`config.mk`:
```
export PLATFORM = sky130hd
export DESIGN_NAME = nibbler_core
export DESIGN_NICKNAME = d
export VERILOG_FILES = /design/src/rtl/nibbler_pkg.sv /design/src/rtl/nibbler_stack.sv /design/src/rtl/nibbler_core.sv
export SDC_FILE = /design/constraint.sdc
export NUM_CORES = 1
export LEC_CHECK = 0
export BUFFER_PORTS_ARGS = -buffer_cell sky130_fd_sc_hd__buf_4
export CORE_ASPECT_RATIO = 0.7
export CORE_MARGIN = 1.5
export CORE_UTILIZATION = 30
export DETAILED_ROUTE_END_ITERATION = 7
export PLACE_DENSITY = 0.56
export SLEW_MARGIN = 20
export SYNTH_ARGS = -nofsm -noshare
export SYNTH_HDL_FRONTEND = slang
export SYNTH_SLANG_ARGS = --single-unit
```
`constraint.sdc`:
```
create_clock -name clk -period 4.1 [get_ports clk]
set_input_delay 0.82 -clock clk [delete_from_list [all_inputs] [get_ports clk]]
set_output_delay 0.82 -clock clk [all_outputs]
set_load 0.02 [all_outputs]
```
`src/rtl/nibbler_pkg.sv`:
```
// Shared types and default parameters for the nibbler core:
// opcode set, control states and the reset-time configuration constants.
package nibbler_pkg;

  localparam int DEF_DATA_W      = 4;
  localparam int DEF_ADDR_W      = 12;
  localparam int DEF_STACK_DEPTH = 4;
  localparam int OPC_W           = 4;

  typedef enum logic [OPC_W-1:0] {
    OP_NOP  = 4'h0,
    OP_LDI  = 4'h1,
    OP_ADDI = 4'h2,
    OP_CMPI = 4'h3,
    OP_NORI = 4'h4,
    OP_IN   = 4'h5,
    OP_OUT  = 4'h6,
    OP_JMP  = 4'h7,
    OP_JC   = 4'h8,
    OP_JZ   = 4'h9,
    OP_JNZ  = 4'hA,
    OP_CALL = 4'hB,
    OP_RET  = 4'hC,
    OP_ANDI = 4'hD,
    OP_XORI = 4'hE,
    OP_HALT = 4'hF
  } opcode_e;

  typedef enum logic [1:0] {
    ST_FETCH = 2'd0,
    ST_EXEC  = 2'd1,
    ST_HALT  = 2'd2
  } state_e;

endpackage

```
`src/rtl/nibbler_stack.sv`:
```
// Return-address LIFO: push writes at sp and increments, pop reads sp-1 and
// decrements. Callers must not push when full or pop when empty.
module nibbler_stack #(
  parameter int WIDTH = 12,
  parameter int DEPTH = 4
) (
  input  logic             clk,
  input  logic             reset,
  input  logic             push,
  input  logic             pop,
  input  logic [WIDTH-1:0] din,
  output logic [WIDTH-1:0] dout,
  output logic             full,
  output logic             empty
);

  localparam int SP_W  = $clog2(DEPTH + 1);
  localparam int IDX_W = (DEPTH > 1) ? $clog2(DEPTH) : 1;

  logic [SP_W-1:0]  sp;
  logic [WIDTH-1:0] mem [DEPTH];
  logic [IDX_W-1:0] wr_idx;
  logic [IDX_W-1:0] rd_idx;

  assign wr_idx = IDX_W'(sp);
  assign rd_idx = IDX_W'(sp - SP_W'(1));
  assign full   = (sp == SP_W'(DEPTH));
  assign empty  = (sp == '0);
  assign dout   = mem[rd_idx];

  always_ff @(posedge clk or posedge reset) begin
    if (reset) begin
      sp <= '0;
    end else if (push && !full) begin
      sp <= sp + SP_W'(1);
    end else if (pop && !empty) begin
      sp <= sp - SP_W'(1);
    end
  end

  // NOTE: entries are not reset; sp alone defines which entries are live,
  // so clearing the array would only cost reset fan-out.
  always_ff @(posedge clk) begin
    if (push && !full) mem[wr_idx] <= din;
  end

endmodule

```
`src/rtl/nibbler_core.sv`:
```
// Fetch/execute core: FETCH waits on prog_valid and latches IR, EXEC applies
// one instruction to A/flags/PC/stack, HALT is left only through reset.
module nibbler_core
  import nibbler_pkg::*;
#(
  parameter int DATA_W      = DEF_DATA_W,
  parameter int ADDR_W      = DEF_ADDR_W,
  parameter int STACK_DEPTH = DEF_STACK_DEPTH
) (
  input  logic                    clk,
  input  logic                    reset,
  output logic [ADDR_W-1:0]       prog_addr,
  output logic                    prog_req,
  input  logic                    prog_valid,
  input  logic [OPC_W+ADDR_W-1:0] prog_data,
  input  logic [DATA_W-1:0]       in_port,
  output logic [DATA_W-1:0]       out_port,
  output logic                    out_stb,
  output logic [DATA_W-1:0]       acc,
  output logic                    flag_c,
  output logic                    flag_z,
  output logic                    halted,
  output logic                    fault
);

  state_e                    state, state_n;
  logic [ADDR_W-1:0]         pc, pc_n, pc_inc;
  logic [OPC_W+ADDR_W-1:0]   ir;
  opcode_e                   op;
  logic [ADDR_W-1:0]         imm;
  logic [DATA_W-1:0]         imm_d;
  logic [DATA_W:0]           sum;
  logic [DATA_W-1:0]         acc_n, out_port_n;
  logic                      c_n, z_n, stb_n, fault_n;
  logic                      push, pop, stk_full, stk_empty;
  logic [ADDR_W-1:0]         ret_addr;

  assign op     = opcode_e'(ir[OPC_W+ADDR_W-1:ADDR_W]);
  assign imm    = ir[ADDR_W-1:0];
  assign imm_d  = imm[DATA_W-1:0];
  assign pc_inc = pc + ADDR_W'(1);
  assign sum    = {1'b0, acc} + {1'b0, imm_d};

  assign prog_addr = pc;
  assign prog_req  = (state == ST_FETCH);
  assign halted    = (state == ST_HALT);

  nibbler_stack #(
    .WIDTH (ADDR_W),
    .DEPTH (STACK_DEPTH)
  ) u_stack (
    .clk   (clk),
    .reset (reset),
    .push  (push),
    .pop   (pop),
    .din   (pc_inc),
    .dout  (ret_addr),
    .full  (stk_full),
    .empty (stk_empty)
  );

  // NOTE: every output of this block is given a default first, so no path
  // through the case statements can leave one unassigned and infer a latch.
  always_comb begin
    state_n    = state;
    pc_n       = pc;
    acc_n      = acc;
    c_n        = flag_c;
    z_n        = flag_z;
    out_port_n = out_port;
    stb_n      = 1'b0;
    fault_n    = fault;
    push       = 1'b0;
    pop        = 1'b0;

    case (state)
      ST_FETCH: if (prog_valid) state_n = ST_EXEC;
      ST_EXEC: begin
        state_n = ST_FETCH;
        pc_n    = pc_inc;
        case (op)
          OP_NOP: ;
          OP_LDI: begin acc_n = imm_d; z_n = (imm_d == '0); end
          OP_ADDI: begin
            acc_n = sum[DATA_W-1:0];
            c_n   = sum[DATA_W];
            z_n   = (sum[DATA_W-1:0] == '0);
          end
          OP_CMPI: begin c_n = (acc >= imm_d); z_n = (acc == imm_d); end
          OP_NORI: begin acc_n = ~(acc | imm_d); z_n = ((acc | imm_d) == '1); end
          OP_IN:   begin acc_n = in_port; z_n = (in_port == '0); end
          OP_OUT:  begin out_port_n = acc; stb_n = 1'b1; end
          OP_JMP:  pc_n = imm;
          OP_JC:   if (flag_c) pc_n = imm;
          OP_JZ:   if (flag_z) pc_n = imm;
          OP_JNZ:  if (!flag_z) pc_n = imm;
          OP_CALL: begin
            if (stk_full) begin
              pc_n    = pc;
              fault_n = 1'b1;
              state_n = ST_HALT;
            end else begin
              push = 1'b1;
              pc_n = imm;
            end
          end
          OP_RET: begin
            if (stk_empty) begin
              pc_n    = pc;
              fault_n = 1'b1;
              state_n = ST_HALT;
            end else begin
              pop  = 1'b1;
              pc_n = ret_addr;
            end
          end
          OP_ANDI: begin acc_n = acc & imm_d; z_n = ((acc & imm_d) == '0); end
          OP_XORI: begin acc_n = acc ^ imm_d; z_n = ((acc ^ imm_d) == '0); end
          OP_HALT: begin pc_n = pc; state_n = ST_HALT; end
        endcase
      end
      default: ;
    endcase
  end

  // NOTE: state registers use non-blocking assignments so every register
  // samples the pre-edge values, independent of statement order.
  always_ff @(posedge clk or posedge reset) begin
    if (reset) begin
      state    <= ST_FETCH;
      pc       <= '0;
      ir       <= '0;
      acc      <= '0;
      flag_c   <= 1'b0;
      flag_z   <= 1'b0;
      out_port <= '0;
      out_stb  <= 1'b0;
      fault    <= 1'b0;
    end else begin
      state    <= state_n;
      pc       <= pc_n;
      acc      <= acc_n;
      flag_c   <= c_n;
      flag_z   <= z_n;
      out_port <= out_port_n;
      out_stb  <= stb_n;
      fault    <= fault_n;
      if (state == ST_FETCH && prog_valid) ir <= prog_data;
    end
  end

endmodule

```
# [Word-level counts from Yosys, hierarchy flattened]
# Memory sizes are Yosys's and may differ from the RTL's.
# Cells that the tools add are included.
[classes] n_lt_le_gt_ge=1 eq_ne=25 mux=29 n_bitwise=5 n_reduce_logical=25 add_sub_neg=4
[op_table] operator="case mux 12 bit (7 select lines)" count=1
[op_table] operator="two-way mux 12 bit" count=5
[op_table] operator="== test 4 bit (second input constant)" count=9
[op_table] operator="case mux 4 bit (6 select lines)" count=1
[op_table] operator="logical NOT 4 bit" count=5
[op_table] operator="== test 4 x 3 -> 1 bit (second input constant)" count=4
[op_table] operator="adder 12 x 1 -> 12 bit (second input constant)" count=1
[op_table] operator="two-way mux 1 bit" count=12
[op_table] operator="AND reduction 2 bit" count=5
[op_table] operator="== test 4 x 2 -> 1 bit (second input constant)" count=2
[op_table] operator="AND reduction 4 bit" count=2
[op_table] operator="nonzero test 2 bit" count=4
[op_table] operator="case mux 1 bit (7 select lines)" count=1
[op_table] operator="nonzero test 7 bit" count=1
[op_table] operator="two-way mux 2 bit" count=3
[op_table] operator="two-way mux 3 bit" count=2
[op_table] operator="!= test 2 x 1 -> 1 bit (second input constant)" count=3
[op_table] operator="case mux 2 bit (3 select lines)" count=1
[op_table] operator="nonzero test 6 bit" count=1
[op_table] operator="adder 4 x 4 -> 5 bit" count=1
[op_table] operator="AND 4 bit" count=1
[op_table] operator="== test 4 x 1 -> 1 bit (second input constant)" count=1
[op_table] operator="== test 4 bit" count=1
[op_table] operator="greater-or-equal comparator 4 bit" count=1
[op_table] operator="other kinds (16)" count=21
[totals] in_bits=23 mem_count=1 output_inout_bits=26 register_bits=45 elab_cells=100 ram_bits=48
[memory_table] memory="u_stack.mem" depth=4 width=12 read_ports=1 rd_clocked_by_memory_dff=0 write_ports=1 line_no="nibbler_stack.sv:21" text="logic [WIDTH-1:0] mem [DEPTH];"

# [Depth between registers and ports, before layout]
# Gate-level depths: netlist of run 1.
[depth] depth_word=7 mapped_depth=11 mapped_depth_nobuf=8

# [By module]
# Synthesis of run 1 repeated with hierarchy kept, for this count alone.
[unflattened] hier_cells=422 area_unflattened_um2=4939.7
[by_module_without_submodules] module="nibbler_core" instances=1 seq_area_each_um2=1051.0 area_per_inst_um2=2889.0 cells_each=327
[by_module_without_submodules] module="nibbler_stack" instances=1 seq_area_each_um2=1516.5 area_per_inst_um2=2050.7 cells_each=95

# [Worst setup path after synthesis of run 1]
# Ideal clock, no wire load.
[synth_path] path_type="register to register" from="reg u_stack.sp[0]" to="reg u_stack.sp[2]" setup_slack_ns=1.771 setup_ns=0.128 stages_incl_launch_ff=9 t_arrival_ns=2.201 path_buffers=2 required_ns=3.972 period_less_slack_ns=2.329 cell_sequence="dfrtp_1 buf_2 buf_6 inv_1 ha_1 a2111oi_4 and2_1 a21oi_1 xnor2_1"
[synth_via] elab_chain_len=6 elab_cells_between_ends=17 classes_between="2 x add/sub; 1 x eq/ne; 8 x mux; 6 x reduce/logical"
[synth_lines] element="start, declared" line_no="nibbler_stack.sv:20" text="logic [SP_W-1:0] sp;"
[synth_lines] element="start signal, assigned" line_no="nibbler_stack.sv:35" text="sp <= sp + SP_W'(1);"
[synth_lines] element="start signal, assigned" line_no="nibbler_stack.sv:37" text="sp <= sp - SP_W'(1);"
[synth_lines] element="== test 3 bit / logical NOT 3 bit (equally long branches)" line_no="nibbler_stack.sv:27, nibbler_stack.sv:28"
[synth_lines] element="two-way mux 1 bit (on tied branches)" line_no="nibbler_core.sv:98, nibbler_core.sv:108"
[synth_lines] element="two-way mux 1 bit" line_no="nibbler_core.sv:81" text="case (op)"
[synth_lines] element="two-way mux 1 bit" line_no="nibbler_core.sv:76" text="case (state)"
[synth_lines] element="logical AND 1 bit (on tied branches)" line_no="nibbler_stack.sv:34, nibbler_stack.sv:36"
[synth_lines] element="two-way mux 3 bit / nonzero test 2 bit (equally long branches)"
# Several ways; a longest one is shown, not always the timed one. The select of a mux whose other input is x is not followed.
# A chain may end at the register's enable or synchronous reset.

# [Worst setup path in the final report of run 1]
[layout_path] from="reg u_stack.sp[0]" to="reg pc[11] (netlist: prog_addr[11])"
[layout_via] elab_chain_len=4 elab_cells_between_ends=9 classes_between="1 x add/sub; 3 x eq/ne; 2 x mux; 2 x reduce/logical; 1 x memory"
[layout_lines] element="subtractor 3 x 1 -> 3 bit"
[layout_lines] element="memory read (4 x 12 bit)"
[layout_lines] element="two-way mux 12 bit" line_no="nibbler_core.sv:108" text="if (stk_empty) begin"
[layout_lines] element="case mux 12 bit (7 select lines)" line_no="nibbler_core.sv:81"
[layout_lines] element="end signal, assigned" line_no="nibbler_core.sv:141" text="pc <= pc_n;"
[layout_lines] element="end, declared" line_no="nibbler_core.sv:27" text="logic [ADDR_W-1:0] pc, pc_n, pc_inc;"
# Several ways; a longest one is shown, not always the timed one. The select of a mux whose other input is x is not followed.

==> impl_metrics.ini, run 1 <==
[run_status]
status = finished clean

[power]
p_per_area_mw_per_mm2 = 815
p_leak_nw = 2.24
peakVddDrop_mv = 0.343
report.power.total_mw = 4.74

[finish]
seqCellArea_mm2 = 0.00257
layout-area-overhead-vs-synth_pct = 16.5
fill_cells = 1652
antenna_cells = 0
multi_input_area_mm2 = 0.00221
drive_gt1_frac = 0.240
finalNonFillerCells = 692
layout.nets = 504

[logic_synthesis]
yosysUniqueCellTypes = 64
yosysSeqAreaShare = 0.514
yosys_most_used_dff = edfxtp_1
synth_fp_nets = 465
yosysTopAreaCellShare = 0.289
post-synth-top-count-cell = edfxtp_1
syn_avg_cell_area_um2 = 11.8
synth_area_leader_cell = edfxtp_1
synth_area_leaders = edfxtp_1 29%, dfrtp_1 23%, mux4_2 5.4%, ha_1 4.8%, mux2_2 2.9%
ys_top_cells_by_count = 48 x edfxtp_1, 45 x dfrtp_1, 37 x nand2_1
synthesis.area_mm2 = 0.00500
synth_edf_count = 48
synthCells = 423
ys_warn_count = 0
ys_async_sr_fraction = 0.484
synth_seq_cells = 93

[worst_setup_path]
cp-start-kind = flop
endpoint_kind = flop
crit_end = prog_addr[11]
critPathMaxFanout = 21
criticalPathCategory = reg2reg
cp.arrival_ns = 3.02
reg2reg_to = prog_addr[11]
cp-startpoint = u_stack.sp[0]
reg2reg_slack_ns = 1.35
rr_worst_depth = 9
r2r-start = u_stack.sp[0]
crit_required_ns = 4.38

[placement]
place_congestion = 0.872
placed_cells = 676
dp_hpwl_um = 9220
port_buffers = 48

[floorplan]
io_pins = 49
die_area_mm2 = 0.0174
die_w_um = 157
start_util = 0.307
fp.dieH_um = 111
coreArea_mm2 = 0.0163
rows = 39

[worst_hold_path]
hold_path.class = reg2reg

[grt]
grt_pass1_vias = 3472
grt_max_degree = 46
grt_overflow = 0
antenna_found_initial = 0
grt_pass1_wl_um = 20200
grt.total_usage = 0.152

[sta]
min_period_over_period = 0.670
fmax_mhz = 364
finalSetupViolations = 0
tightest_slew_ns = 1.00
setup_tns_ns = 0
slew_headroom = 0.333
fin_crit_ns = 2.75
drv_slew = 0
hold_viol_final = 0
rsz0062_at_grt = no
fin_skew_ns = 0.00908

[cts]
clk_pin_slew_ns = 0.07
ctsResizeCount = 0
clkLatencyLatePin_ns = 0.34
clockBufferDepth = 2
holdBufCountCts = 0
cts_buffers = 9
post_cts_buffers = 0
cts_root_buffer = clkbuf_16
h-tree-depth = 3
cts_tree = done
cts.sinks = 93

[detailed_routing]
antenna_left = 0
route.vias.total = 3529
via_per_inst = 5.10
drc = 0
first_pass_iters = 5
drtIter0Drc = 282
wl_per_cell_um = 18.2
wirelength_um = 12600

[run]
maxCapViolations = 0
layer usage:
layer  vias to the layer above  share of wire  track usage
met4                         0         0.0071       0.0333
li1                       1659              -            -
met3                         8          0.058       0.0328
met2                       123           0.42        0.206
met1                      1739           0.51        0.241
met5                         -              0            0
flip-flops by register name, indices dropped and copies added (netlist names):
signal	flops
u_stack.mem	48
ir	16
prog_addr	12
acc	4
out_port	4
u_stack.sp	3
state	2
fault	1
flag_c	1
flag_z	1
out_stb	1
cell families (layout without fill, tap and decap cells):
logic type,Yosys count,count (layout),share of synthesized area
simple gates,123,123,0.125
compound gates,107,107,0.158
xor+xnor,15,15,0.0263
buf+inv,40,84,0.0441
fa+ha+maj,19,19,0.0476
flops,93,93,0.514
mux,26,26,0.0856
where the power goes:
part | leakage (nW) | switching, mW | internal (mW)
clock network | 0.155 | 0.384 | 0.489
registers | 0.982 | 0.399 | 1.28
logic | 1.10 | 1.26 | 0.932
total | 2.24 | 2.05 | 2.70
worst min path at each step:
stage	start	to	cells past startpoint
2_1_floorplan	ir[4]	ir[4]	1
3_3_place_gp	out_port[1]	out_port[1]	2
3_5_place_dp	out_port[1]	out_port[1]	2
4_1_cts	out_port[1]	out_port[1]	2
5_1_grt	out_port[1]	out_port[1]	2
6_report	out_port[0]	out_port[0]	2
worst max-delay path, stage by stage (launching register included):
cell	delay, ns
dfrtp_1	0.32
buf_4	0.28
inv_1	0.13
ha_1	0.33
a21oi_1	0.21
o32ai_2	0.15
nor2_2	0.70
nand2_1	0.28
nor2_1	0.17
a211o_1	0.11
per-stage QoR:
stage	worst slack (ns)	util	area [µm²]	hold WS (ns)
2_1_floorplan	1.77	-	5000	0.481
3_3_place_gp	1.48	0.337	5500	0.464
3_5_place_dp	1.42	0.337	5500	0.475
4_1_cts	1.40	0.357	5820	0.492
5_1_grt	1.12	0.357	5820	0.512
6_report	1.35	0.357	5820	0.487
final cells by class:
class                           instances  area share
Sequential cell                        93       0.441
Multi-Input combinational cell        290       0.379
Timing Repair Buffer                   50      0.0645
Tap cell                              225      0.0484
Clock buffer                            9      0.0387
Clock inverter                          7      0.0159
Inverter                               18      0.0118
layout by cell type (no fill, tap or decap), types with 4 or more instances in the layout:
cell	Yosys	final
buf_4	2	50
edfxtp_1	48	48
dfrtp_1	45	45
nand2_1	37	37
nor2_1	27	27
o21ai_0	26	26
ha_1	19	19
inv_1	18	17
a21oi_1	14	14
mux2_2	13	13
mux4_2	12	12
nand3_1	11	11
a22oi_1	11	11
xnor2_1	9	9
clkbuf_16	0	9
nor3_1	7	7
and2_1	6	6
nor2b_1	6	6
a31oi_1	6	6
xor2_1	6	6
o21ai_1	6	6
a21o_1	5	5
nand3b_1	4	4
nand4_1	4	4
nor4_1	4	4
a22o_1	4	4
Power figures use the tool's default switching activity.
==> run 2: changes to the inputs <==
ABC_AREA = 1   (was default)
PLACE_DENSITY = 0.58   (was 0.56)
clock period = 2.5 ns   (was 4.1 ns; I/O delays follow)
==> run 2 against run 1 <==
- sequential share of layout area is 2.2 points lower
- global-route usage up 1.1 points
- first-iteration DRC count increased by 49%
- worst setup slack lost 0.93 ns
- total power is 35% lower
- cell count grew 32%
- count of clock-buffer cells in the layout rose by 1
- hold slack got worse by 0.39 ns
- non-clock buffer count grew 11
- via count grew 22%
- register-to-register slack got worse by 0.93 ns
- highest routed layer unchanged
==> impl_metrics.ini, run 2 <==
[detailed_routing]
antenna_left = 0
route.vias.total = 4322
via_per_inst = 4.74
first_pass_iters = 5
drc = 0
drtIter0Drc = 419
wirelength_um = 14000
wl_per_cell_um = 15.4

[placement]
port_buffers = 48
place_congestion = 0.918
place_area_mm2 = 0.00583
placed_cells = 896
dp_hpwl_um = 10500
pre_cts_ws_ns = 0.493

[power]
peakVddDrop_mv = 0.452
p_per_area_mw_per_mm2 = 501
p_leak_nw = 2.71
report.power.total_mw = 3.07

[worst_setup_path]
endpoint_kind = flop
cp.arrival_ns = 2.38
critPathMaxFanout = 6
reg2reg_slack_ns = 0.42
criticalPathCategory = reg2reg
cp-start-kind = flop
crit_required_ns = 2.80

[grt]
grt.total_usage = 0.163
antenna_found_initial = 0
grt_pass1_vias = 4078
grt_pass1_wl_um = 22600
grt_overflow = 0
grt_max_degree = 28

[cts]
ctsResizeCount = 0
cts.sinks = 93
post_cts_buffers = 0
h-tree-depth = 3
clk_pin_slew_ns = 0.07
clkLatencyLatePin_ns = 0.36
cts_tree = done
cts_buffers = 9
holdBufCountCts = 0
cts_root_buffer = clkbuf_16
clockBufferDepth = 2

[floorplan]
fp.dieH_um = 113
io_pins = 49
start_util = 0.312
die_w_um = 160
coreArea_mm2 = 0.0166
rows = 39
die_area_mm2 = 0.0180

[finish]
layout-area-overhead-vs-synth_pct = 18.6
largest_register_ffs = 48
drive_gt1_frac = 0.163
finalNonFillerCells = 912
final_util = 0.370
top_register = u_stack.mem
layout.nets = 724
final_cell_mix = 202 x nand2_1, 74 x nor2_1, 61 x buf_4, 53 x inv_1, 52 x nand3_1
fill_cells = 1717
layout_commonest_cell = nand2_1
antenna_cells = 0
design_area_mm2 = 0.00613

[logic_synthesis]
ys_warn_count = 0
synthCells = 625
syn_avg_cell_area_um2 = 8.27
synth_fp_nets = 667
post-synth-top-count-cell = nand2_1
synth_area_leaders = edfxtp_1 28%, dfrtp_1 22%, nand2_1 15%, nor2_1 5.4%, nand3_1 5.0%
ys_top_cells_by_count = 202 x nand2_1, 74 x nor2_1, 54 x inv_1
synthesis.area_mm2 = 0.00517
ys_async_sr_fraction = 0.484
synth_seq_cells = 93
yosysTopAreaCellShare = 0.279
yosysUniqueCellTypes = 34
synth_area_leader_cell = edfxtp_1
yosysSeqAreaShare = 0.496
yosys_most_used_dff = edfxtp_1
synth_edf_count = 48

[run_status]
status = finished clean

[sta]
finalSetupViolations = 0
slew_headroom = 0.572
setup_ws_ns = 0.424
rsz0062_at_grt = no
fmax_mhz = 482
tightest_slew_ns = 0.640
fin_skew_ns = 0.00955
fin_crit_ns = 2.08
drv_slew = 0
hold_viol_final = 0
setup_tns_ns = 0
min_period_over_period = 0.831
holdWs_ns = 0.0954

[worst_hold_path]
hold_path.class = in2async

[run]
maxCapViolations = 0
==> run 2: changes by cell type after synthesis, sizes merged, moves of 8 or more <==
cell	previous run	this run
a22oi	12	0
buf	17	8
inv	18	59
mux4	12	0
nand2	38	207
nand3	11	55
nor2	28	84
xnor2	9	1
==> run 2: path summary, 6_finish.rpt <==
path	end	cells after the start	from
max	acc[3]	9	ir[1]
min	flag_c	2	reset
max reg2reg	acc[3]	9	ir[1]
min reg2reg	out_port[3]	2	out_port[3]
max in group asynchronous	prog_addr[3]	3	reset
min in group clk	ir[10]	2	prog_data[10]
==> run 2: critical path, cell delays in order, from the launching register on <==
cell	delay (ns)
dfrtp_1	0.52
inv_1	0.25
ha_1	0.48
nand3_1	0.14
nand3_1	0.15
xor2_1	0.17
nand2_1	0.09
nand3_1	0.11
nand2_1	0.06
nand2_1	0.06
==> run 2: metal layers <==
| layer | routed length, µm | vias up | track usage |
|---|---|---|---|
| met4 | 172 | 0 | 0.0486 |
| met2 | 5580 | 146 | 0.224 |
| met3 | 791 | 18 | 0.0319 |
| li1 | - | 2143 | - |
| met5 | 0 | - | 0 |
| met1 | 7490 | 2015 | 0.253 |
==> run 2: report_power, final <==
part	leakage (nW)	internal, mW	switching (mW)	total (mW)
Sequential	0.906	1.60	0	1.60
Combinational	1.66	0.0241	0.0223	0.0464
Clock	0.146	0.794	0.635	1.43
==> run 2: kinds of logic (layout without fill, tap and decap cells) <==
family / after synthesis / count (layout) / synth area share
buffers and inverters: 74 / 136 / 0.0590
AND/OR/NAND/NOR: 358 / 358 / 0.296
multiplexers: 8 / 8 / 0.0174
adder cells (fa/ha/maj): 19 / 19 / 0.0460
XOR/XNOR: 9 / 9 / 0.0152
AO/OA/AOI/OAI: 64 / 64 / 0.0694
flip-flops: 93 / 93 / 0.496
==> run 2: area by class of cell <==
| cell class | count | area [µm²] | share of cell area |
|---|---|---|---|
| timing repair buffer | 61 | 458 | 0.0747 |
| clock buffer | 10 | 229 | 0.0373 |
| inverter | 59 | 221 | 0.0361 |
| clock inverter | 6 | 75.1 | 0.0122 |
| sequential | 93 | 2570 | 0.419 |
| tap | 225 | 282 | 0.0459 |
| multi-input combinational | 458 | 2300 | 0.375 |
